<file path="src/rtl/serial_add_pkg.sv">
// Shared FSM encoding and default sizing for the bit-serial adder sequencer.
package serial_add_pkg;

    localparam int unsigned DefaultWidth = 8;
    localparam int unsigned DefaultLat   = 2;

    typedef enum logic [1:0] {
        StIdle,
        StIssue,
        StWait,
        StFin
    } state_e;

endpackage

</file>
<file path="src/rtl/serial_add_wait_cnt.sv">
// Loadable down-counter with a zero flag; times the full-adder latency window.
module serial_add_wait_cnt #(
    parameter int unsigned CntW = 1
) (
    input  logic            i_clk,
    input  logic            i_rst,
    input  logic            i_load,
    input  logic [CntW-1:0] i_load_val,
    input  logic            i_dec,
    output logic            o_zero
);

    logic [CntW-1:0] r_cnt;

    always_ff @(posedge i_clk) begin
        if (i_rst) begin
            r_cnt <= '0;
        end else if (i_load) begin
            r_cnt <= i_load_val;
        end else if (i_dec && (r_cnt != '0)) begin
            r_cnt <= r_cnt - CntW'(1);
        end
    end

    assign o_zero = (r_cnt == '0);

endmodule

</file>
<file path="src/rtl/serial_add_seq.sv">
// Bit-serial adder sequencer: feeds an external 1-bit full adder LSB first and
// collects its Sum/Carry_out after a fixed latency.
module serial_add_seq
    import serial_add_pkg::*;
#(
    parameter int unsigned WIDTH = DefaultWidth,
    parameter int unsigned LAT   = DefaultLat
) (
    input  logic             clk,
    input  logic             rst,
    input  logic             start,
    input  logic [WIDTH-1:0] a,
    input  logic [WIDTH-1:0] b,
    input  logic             cin,
    output logic             busy,
    output logic             done,
    output logic [WIDTH-1:0] sum,
    output logic             cout,
    output logic             fa_a,
    output logic             fa_b,
    output logic             fa_cin,
    input  logic             fa_sum,
    input  logic             fa_cout
);

    localparam int unsigned IdxW = (WIDTH > 1) ? $clog2(WIDTH) : 1;
    localparam int unsigned CntW = (LAT > 1) ? $clog2(LAT) : 1;
    localparam logic [IdxW-1:0] LastIdx  = IdxW'(WIDTH - 1);
    localparam logic [CntW-1:0] WaitLoad = CntW'(LAT - 1);

    state_e           r_state;
    logic [WIDTH-1:0] r_a;
    logic [WIDTH-1:0] r_b;
    logic [WIDTH-1:0] r_sum;
    logic [IdxW-1:0]  r_idx;
    logic             r_carry;
    logic             r_cout;
    logic             r_busy;
    logic             r_done;
    logic             r_fa_a;
    logic             r_fa_b;
    logic             r_fa_cin;

    logic             w_cnt_load;
    logic             w_cnt_dec;
    logic             w_cnt_zero;
    logic [IdxW-1:0]  w_idx_nxt;

    assign w_cnt_load = (r_state == StIssue);
    assign w_cnt_dec  = (r_state == StWait);
    assign w_idx_nxt  = r_idx + IdxW'(1);

    serial_add_wait_cnt #(
        .CntW(CntW)
    ) u_wait_cnt (
        .i_clk     (clk),
        .i_rst     (rst),
        .i_load    (w_cnt_load),
        .i_load_val(WaitLoad),
        .i_dec     (w_cnt_dec),
        .o_zero    (w_cnt_zero)
    );

    // Outputs are registered, so fa_* are loaded on the edge that enters ISSUE.
    always_ff @(posedge clk) begin
        if (rst) begin
            r_state  <= StIdle;
            r_a      <= '0;
            r_b      <= '0;
            r_sum    <= '0;
            r_idx    <= '0;
            r_carry  <= 1'b0;
            r_cout   <= 1'b0;
            r_busy   <= 1'b0;
            r_done   <= 1'b0;
            r_fa_a   <= 1'b0;
            r_fa_b   <= 1'b0;
            r_fa_cin <= 1'b0;
        end else begin
            r_fa_a   <= 1'b0;
            r_fa_b   <= 1'b0;
            r_fa_cin <= 1'b0;
            r_done   <= 1'b0;
            case (r_state)
                StIdle: begin
                    if (start) begin
                        r_a      <= a;
                        r_b      <= b;
                        r_carry  <= cin;
                        r_idx    <= '0;
                        r_fa_a   <= a[0];
                        r_fa_b   <= b[0];
                        r_fa_cin <= cin;
                        r_busy   <= 1'b1;
                        r_state  <= StIssue;
                    end
                end
                StIssue: begin
                    r_state <= StWait;
                end
                StWait: begin
                    if (w_cnt_zero) begin
                        r_sum[r_idx] <= fa_sum;
                        r_carry      <= fa_cout;
                        if (r_idx == LastIdx) begin
                            r_busy  <= 1'b0;
                            r_done  <= 1'b1;
                            r_cout  <= fa_cout;
                            r_state <= StFin;
                        end else begin
                            r_idx    <= w_idx_nxt;
                            r_fa_a   <= r_a[w_idx_nxt];
                            r_fa_b   <= r_b[w_idx_nxt];
                            r_fa_cin <= fa_cout;
                            r_state  <= StIssue;
                        end
                    end
                end
                StFin: begin
                    r_state <= StIdle;
                end
                default: begin
                    r_state <= StIdle;
                end
            endcase
        end
    end

    assign busy   = r_busy;
    assign done   = r_done;
    assign sum    = r_sum;
    assign cout   = r_cout;
    assign fa_a   = r_fa_a;
    assign fa_b   = r_fa_b;
    assign fa_cin = r_fa_cin;

endmodule

</file>
<file path="config.mk">
export PLATFORM = sky130hd
export DESIGN_NAME = serial_add_seq
export DESIGN_NICKNAME = d
export VERILOG_FILES = /design/src/rtl/serial_add_pkg.sv /design/src/rtl/serial_add_wait_cnt.sv /design/src/rtl/serial_add_seq.sv
export SDC_FILE = /design/constraint.sdc
export NUM_CORES = 1
export LEC_CHECK = 0
export ABC_AREA = 0
export CORE_AREA = 2 2 70 72
export DETAILED_ROUTE_END_ITERATION = 10
export DIE_AREA = 0 0 72 74
export MAX_ROUTING_LAYER = met4
export PLACE_DENSITY_LB_ADDON = 0.05
export SYNTH_ARGS = -nofsm -noshare
export SYNTH_HDL_FRONTEND = slang
export SYNTH_SLANG_ARGS = --single-unit
</file>
<file path="constraint.sdc">
create_clock -name clk -period 2.4 [get_ports clk]
set_clock_uncertainty 0.05 [all_clocks]
set_input_delay 0.36 -clock clk [delete_from_list [all_inputs] [get_ports clk]]
set_output_delay 0.36 -clock clk [all_outputs]
set_load 0.05 [all_outputs]
</file>
# Yosys cells after proc, flatten, opt, wreduce, memory -nomap -nowiden
# Index checks and enable logic that the tools add are counted.
# Widths: inputs -> output; s select.
dict set report word_totals {
  register_bits 36
  input_bits 22
  out_inout_bits 14
  word_cells 73
}
dict set report classes {
  n_addsub 2
  order_cmp 3
  eq_ne 8
  n_mux 34
  bitwise 2
  n_reduce_logical 12
}
# op count
set ops {}
lappend ops {{$mux 1} 18}
lappend ops {{$mux 3} 3}
lappend ops {{$bwmux 8} 1}
lappend ops {{$lt 3x4->1 const B} 2}
lappend ops {{$ne 2x2->1 const B} 4}
lappend ops {{$pmux 1 s2} 4}
lappend ops {{$pmux 2 s4} 1}
lappend ops {{$reduce_and 4->1} 2}
lappend ops {{$bmux 1 s3} 2}
lappend ops {{$mux 2} 3}
lappend ops {{$pmux 3 s2} 1}
lappend ops {{$reduce_and 2->1} 3}
lappend ops {{$eq 2x2->1 const B} 2}
lappend ops {{$reduce_bool 2->1} 2}
lappend ops {{$add 3x1->3 const B} 1}
lappend ops {{$demux 1 s3} 1}
lappend ops {{$eq 3x3->1 const B} 1}
lappend ops {{$ge 3x1->1 const B} 1}
lappend ops {{$reduce_and 3->1} 1}
lappend ops {{$reduce_or 3->1} 1}
lappend ops {{$eq 2x1->1 const B} 1}
lappend ops {{$logic_and 1x1->1} 2}
lappend ops {{$logic_not 2->1} 1}
lappend ops {{$not 1->1} 2}
lappend ops {{$sub 1x1->1 const B} 1}

# Longest topological paths before layout
dict set report logic_depth {
  ltp_word 6
  depth_mapped 6
  ltp_nobuf 6
}

# By module
# From an unflattened synthesis, not the netlist that was laid out.
dict set report hier_totals {
  cells_unflattened 183
  area_unflattened_um2 1635.3
}
# module n_inst cells_per_inst area_per_inst_um2 seq_area_each_um2
set by_module_without_submodules {}
lappend by_module_without_submodules {serial_add_seq 1 179 1587.8 700.7}
lappend by_module_without_submodules {serial_add_wait_cnt 1 4 47.5 20.0}

# Worst setup path after synthesis
# Ideal clock, no wire load.
dict set report synth_timing {
  kind {reg-to-reg}
  start {reg r_idx[1]}
  end {reg r_fa_b, in the netlist fa_b}
  setup_time_ns 0.126
  arrival_time_ns 1.388
  t_required_ns 2.224
  setup_slack_ns 0.836
  path_stages_with_launch 5
  path_buffers 0
  period_less_slack_ns 1.564
  cell_sequence {dfxtp_1 > ha_1 > mux4_2 > nor2b_1 > o41ai_1}
}
dict set report synth_via {
  elab_chain_len 6
  word_cells_on_any_way 7
  cone_classes {add/sub (1); eq/ne (1); mux (5)}
}
# element line_no
set synth_lines {}
lappend synth_lines {{start: declaration} serial_add_seq.sv:35} ;# logic [IdxW-1:0] r_idx;
lappend synth_lines {{start signal: assignment} serial_add_seq.sv:111} ;# r_idx <= w_idx_nxt;
lappend synth_lines {{$add 3x1->3} serial_add_seq.sv:51} ;# assign w_idx_nxt = r_idx + IdxW'(1);
lappend synth_lines {{$bmux 1 s3} serial_add_seq.sv:113} ;# r_fa_b <= r_b[w_idx_nxt];
lappend synth_lines {{$mux 1 (implied by the code)} serial_add_seq.sv:113}
lappend synth_lines {{$mux 1 (*)} serial_add_seq.sv:105} ;# if (r_idx == LastIdx) begin
lappend synth_lines {{$mux 1 (*)} serial_add_seq.sv:102} ;# if (w_cnt_zero) begin
lappend synth_lines {{$pmux 1 s2 (*)} serial_add_seq.sv:84} ;# case (r_state)
lappend synth_lines {{end signal: assignment} serial_add_seq.sv:92} ;# r_fa_b <= b[0];
lappend synth_lines {{end signal: assignment} serial_add_seq.sv:113}
lappend synth_lines {{end: declaration} serial_add_seq.sv:41} ;# logic r_fa_b;
# Every way passes the cells marked *; elsewhere a longest branch is shown, timed or not. The select of a mux whose other input is x is not followed.
# A chain may end at the register's enable or synchronous reset.

# Worst setup path in the final report
dict set report layout_timing {
  start {reg r_busy, in the netlist busy}
  end {out busy}
}
# element line_no
set layout_lines {}
lappend layout_lines {{start: declaration} serial_add_seq.sv:38} ;# logic r_busy;
lappend layout_lines {{start signal: assignment} serial_add_seq.sv:74} ;# r_busy <= 1'b0;
lappend layout_lines {{start signal: assignment} serial_add_seq.sv:94} ;# r_busy <= 1'b1;
lappend layout_lines {{start signal: assignment} serial_add_seq.sv:106} ;# r_busy <= 1'b0;
lappend layout_lines {{end: declaration} serial_add_seq.sv:15} ;# output logic busy,
# No word-level cell between the ends.

==> flow_summary.toml <==
[timing]
rsz0062_at_grt = "false"
worst_hold_slack_ns = 0.404
slew_viol_final = 0
tns_ns = 0
finalHoldViolCount = 0
post-route-min-period_ns = 1.82
clock.fmax_ghz = 0.549
slew_headroom = 0.603
worst_pin_slew_ns = 0.595
finalCritPeriodShare = 0.759
setup_viol = 0

[placement]
port_buffers = 35
place_congestion = 0.762
place_area_um2 = 1950
hpwl_um = 2530

[worst_setup_path]
cp-end-kind = "primary output"
crit_type = "flop to primary output"
worstPathArrival_ns = 1.41
critPathMaxFanout = 2
critPathSlowestCell = "clkdlybuf4s50_1"
critPathMaxStageDelay_ns = 0.80
path_buf_inv = 1
startpoint_type = "flop"
crit_chain = "clkdlybuf4s50_1"
cp.required_ns = 1.99
crit_family = "buffers and inverters"

[clock_network]
clkTransAtPathRegs_ns = 0.07
cts_buffers = 5
cts_setup_buffers = 0
cts-root-buf = "clkbuf_8"
h-tree-depth = 2
cts_resized = 0
cts_tree = "built"
max-clock-path-buffers = 2
holdBufCountCts = 0
clk_latency_ns = 0.28
cts_sinks = 36

[logic_synthesis]
synth.ff_latch_count = 36
syn_area_per_cell_um2 = 8.53
yosys.area.top_type = "dfxtp_1"
synthesis.area_um2 = 1600
synth_cells = 188
synth_area_leaders = "dfxtp_1 (45%), nand2_1 (11%), a21oi_1 (8.4%)"
synth-seq-area-share = 0.450
syn_nets = 212
synth_top_area_share = 0.450
async_flop_share = 0
synth_flop_cell = "dfxtp_1"
yosys_warnings = 0
synth_edf_count = 0
synth_cell_type_count = 32

[global_routing]
antenna_found_initial = 0
grt_most_used_layer = "met2"
grt_overflow = 0
grt_max_degree = 35
grt_pass1_wl_um = 5900
met2_usage = 0.248
grt_pass1_vias = 1305
use_met1 = 0.170
grt_util_all_layers = 0.148
use_met3 = 0.0366

[routing]
totalWireLength_um = 3540
ant_nets = 0
drc = 0
vias_per_cell = 4.95
wl_per_cell_um = 13.0
vias = 1351
drtIter0Drc = 77
drt-pass1-iter-count = 4

[power_and_ir_drop]
ir_drop_mv = 0.254
finalPower_mw = 1.26
power_leakage_nw = 0.738
power_density_nw_per_um2 = 617

[layout]
n_antenna_cell = 0
fillers = 464
final_area_um2 = 2040
ff_latch_area_um2 = 721
final_net_count = 242
area_growth_syn_to_layout_pct = 27.4
multi_input_area_um2 = 783
drive_gt1_frac = 0.0731

[flow_run]
drv_cap = 0

[floorplanning]
die_x_um = 72
die-area_um2 = 5330
rows = 25
initial_utilization = 0.349
num_io_pins = 36
die_h_um = 74
design.core.area_um2 = 4600

[min_path]
hp-class = "flop to flop"

[status]
status = "complete, no violations"
-- cell usage in the layout (no fill, tap or decap), types with 3 or more instances in the layout --
cell	count
nor2_1	10
buf_4	3
clkdlybuf4s50_1	35
nand3_1	9
a21oi_1	27
dfxtp_1	36
mux2i_1	4
clkbuf_8	6
nor2b_1	9
nand2_1	46
nand4b_1	3
-- registers in the layout (all words and copies together), names as in the netlist --
name	count
fa_b	1
r_a	8
u_wait_cnt.r_cnt	1
fa_a	1
done	1
r_state	2
cout	1
sum	8
fa_cin	1
r_idx	3
busy	1
r_b	8
-- worst register-to-register path: cells and delay by family (launching register included) --
kind | cells | cell delay (ns)
compound gates | 1 | 0.08
mux | 1 | 0.53
simple gates | 1 | 0.12
fa+ha+maj | 1 | 0.46
flops | 1 | 0.38
-- routing by layer --
metal / vias to the layer above / part of all wire / wire (um)
li1: 702 / - / -
met1: 620 / 0.47 / 1650
met2: 25 / 0.48 / 1710
met4: 0 / 0.011 / 38
met3: 4 / 0.041 / 146
met5: - / 0 / 0
-- cells in the mapped netlist (2+ instances only) --
| master | number |
|---|---|
| a2111oi_0 | 2 |
| a211oi_1 | 2 |
| a21oi_1 | 27 |
| a22oi_1 | 2 |
| buf_2 | 4 |
| buf_4 | 2 |
| buf_6 | 3 |
| clkbuf_1 | 5 |
| dfxtp_1 | 36 |
| ha_1 | 2 |
| inv_1 | 2 |
| mux2i_1 | 4 |
| mux4_2 | 2 |
| nand2_1 | 46 |
| nand3_1 | 9 |
| nand4b_1 | 3 |
| nor2_1 | 10 |
| nor2b_1 | 9 |
| nor3_1 | 2 |
| nor3_2 | 2 |
| o41ai_1 | 2 |
| or3b_1 | 2 |
-- report_power, final --
| group | total, mW | switching, mW | internal, mW |
|---|---|---|---|
| combinational | 0.176 | 0.0944 | 0.0818 |
| clock | 0.436 | 0.202 | 0.234 |
| sequential | 0.648 | 0.0223 | 0.626 |
-- stage by stage --
stage / util / setup WS (ns) / std cells
after floorplan: - / 0.836 / 188
after global placement: 0.424 / 0.441 / 265
after detailed placement: 0.424 / 0.390 / 265
after CTS: 0.444 / 0.550 / 273
after global routing: 0.444 / 0.520 / 273
final: 0.444 / 0.578 / 273
-- path summary, 6_finish.rpt --
path,slack [ns],start,cells past startpoint,endpoint
setup / recovery,0.58,busy$_SDFFE_PP0P_,1,busy
hold / removal,0.40,sum[2]$_SDFFE_PP0P_,2,sum[2]$_SDFFE_PP0P_
setup reg to reg,0.66,r_idx[1]$_SDFFE_PP0P_,4,fa_b$_SDFF_PP0_
hold reg to reg,0.40,sum[2]$_SDFFE_PP0P_,2,sum[2]$_SDFFE_PP0P_
-- cell type report --
cell class,instances,share of cell area
Inverter,2,0.00368
Clock buffer,8,0.0441
Tap cell,54,0.0331
Sequential cell,36,0.353
Multi-Input combinational cell,135,0.384
Timing Repair Buffer,38,0.183
-- logic make-up (layout without fill, tap and decap cells) --
| group | Yosys count | after routing | synth area share |
|---|---|---|---|
| and+or+nand+nor | 90 | 90 | 0.287 |
| DFF | 36 | 36 | 0.450 |
| muxes | 6 | 6 | 0.0531 |
| adders and majority gates | 2 | 2 | 0.0156 |
| buffers and inverters | 17 | 48 | 0.0617 |
| AOI/OAI and AO/OA | 37 | 37 | 0.133 |
No activity file was read; power rests on OpenSTA's default activity.
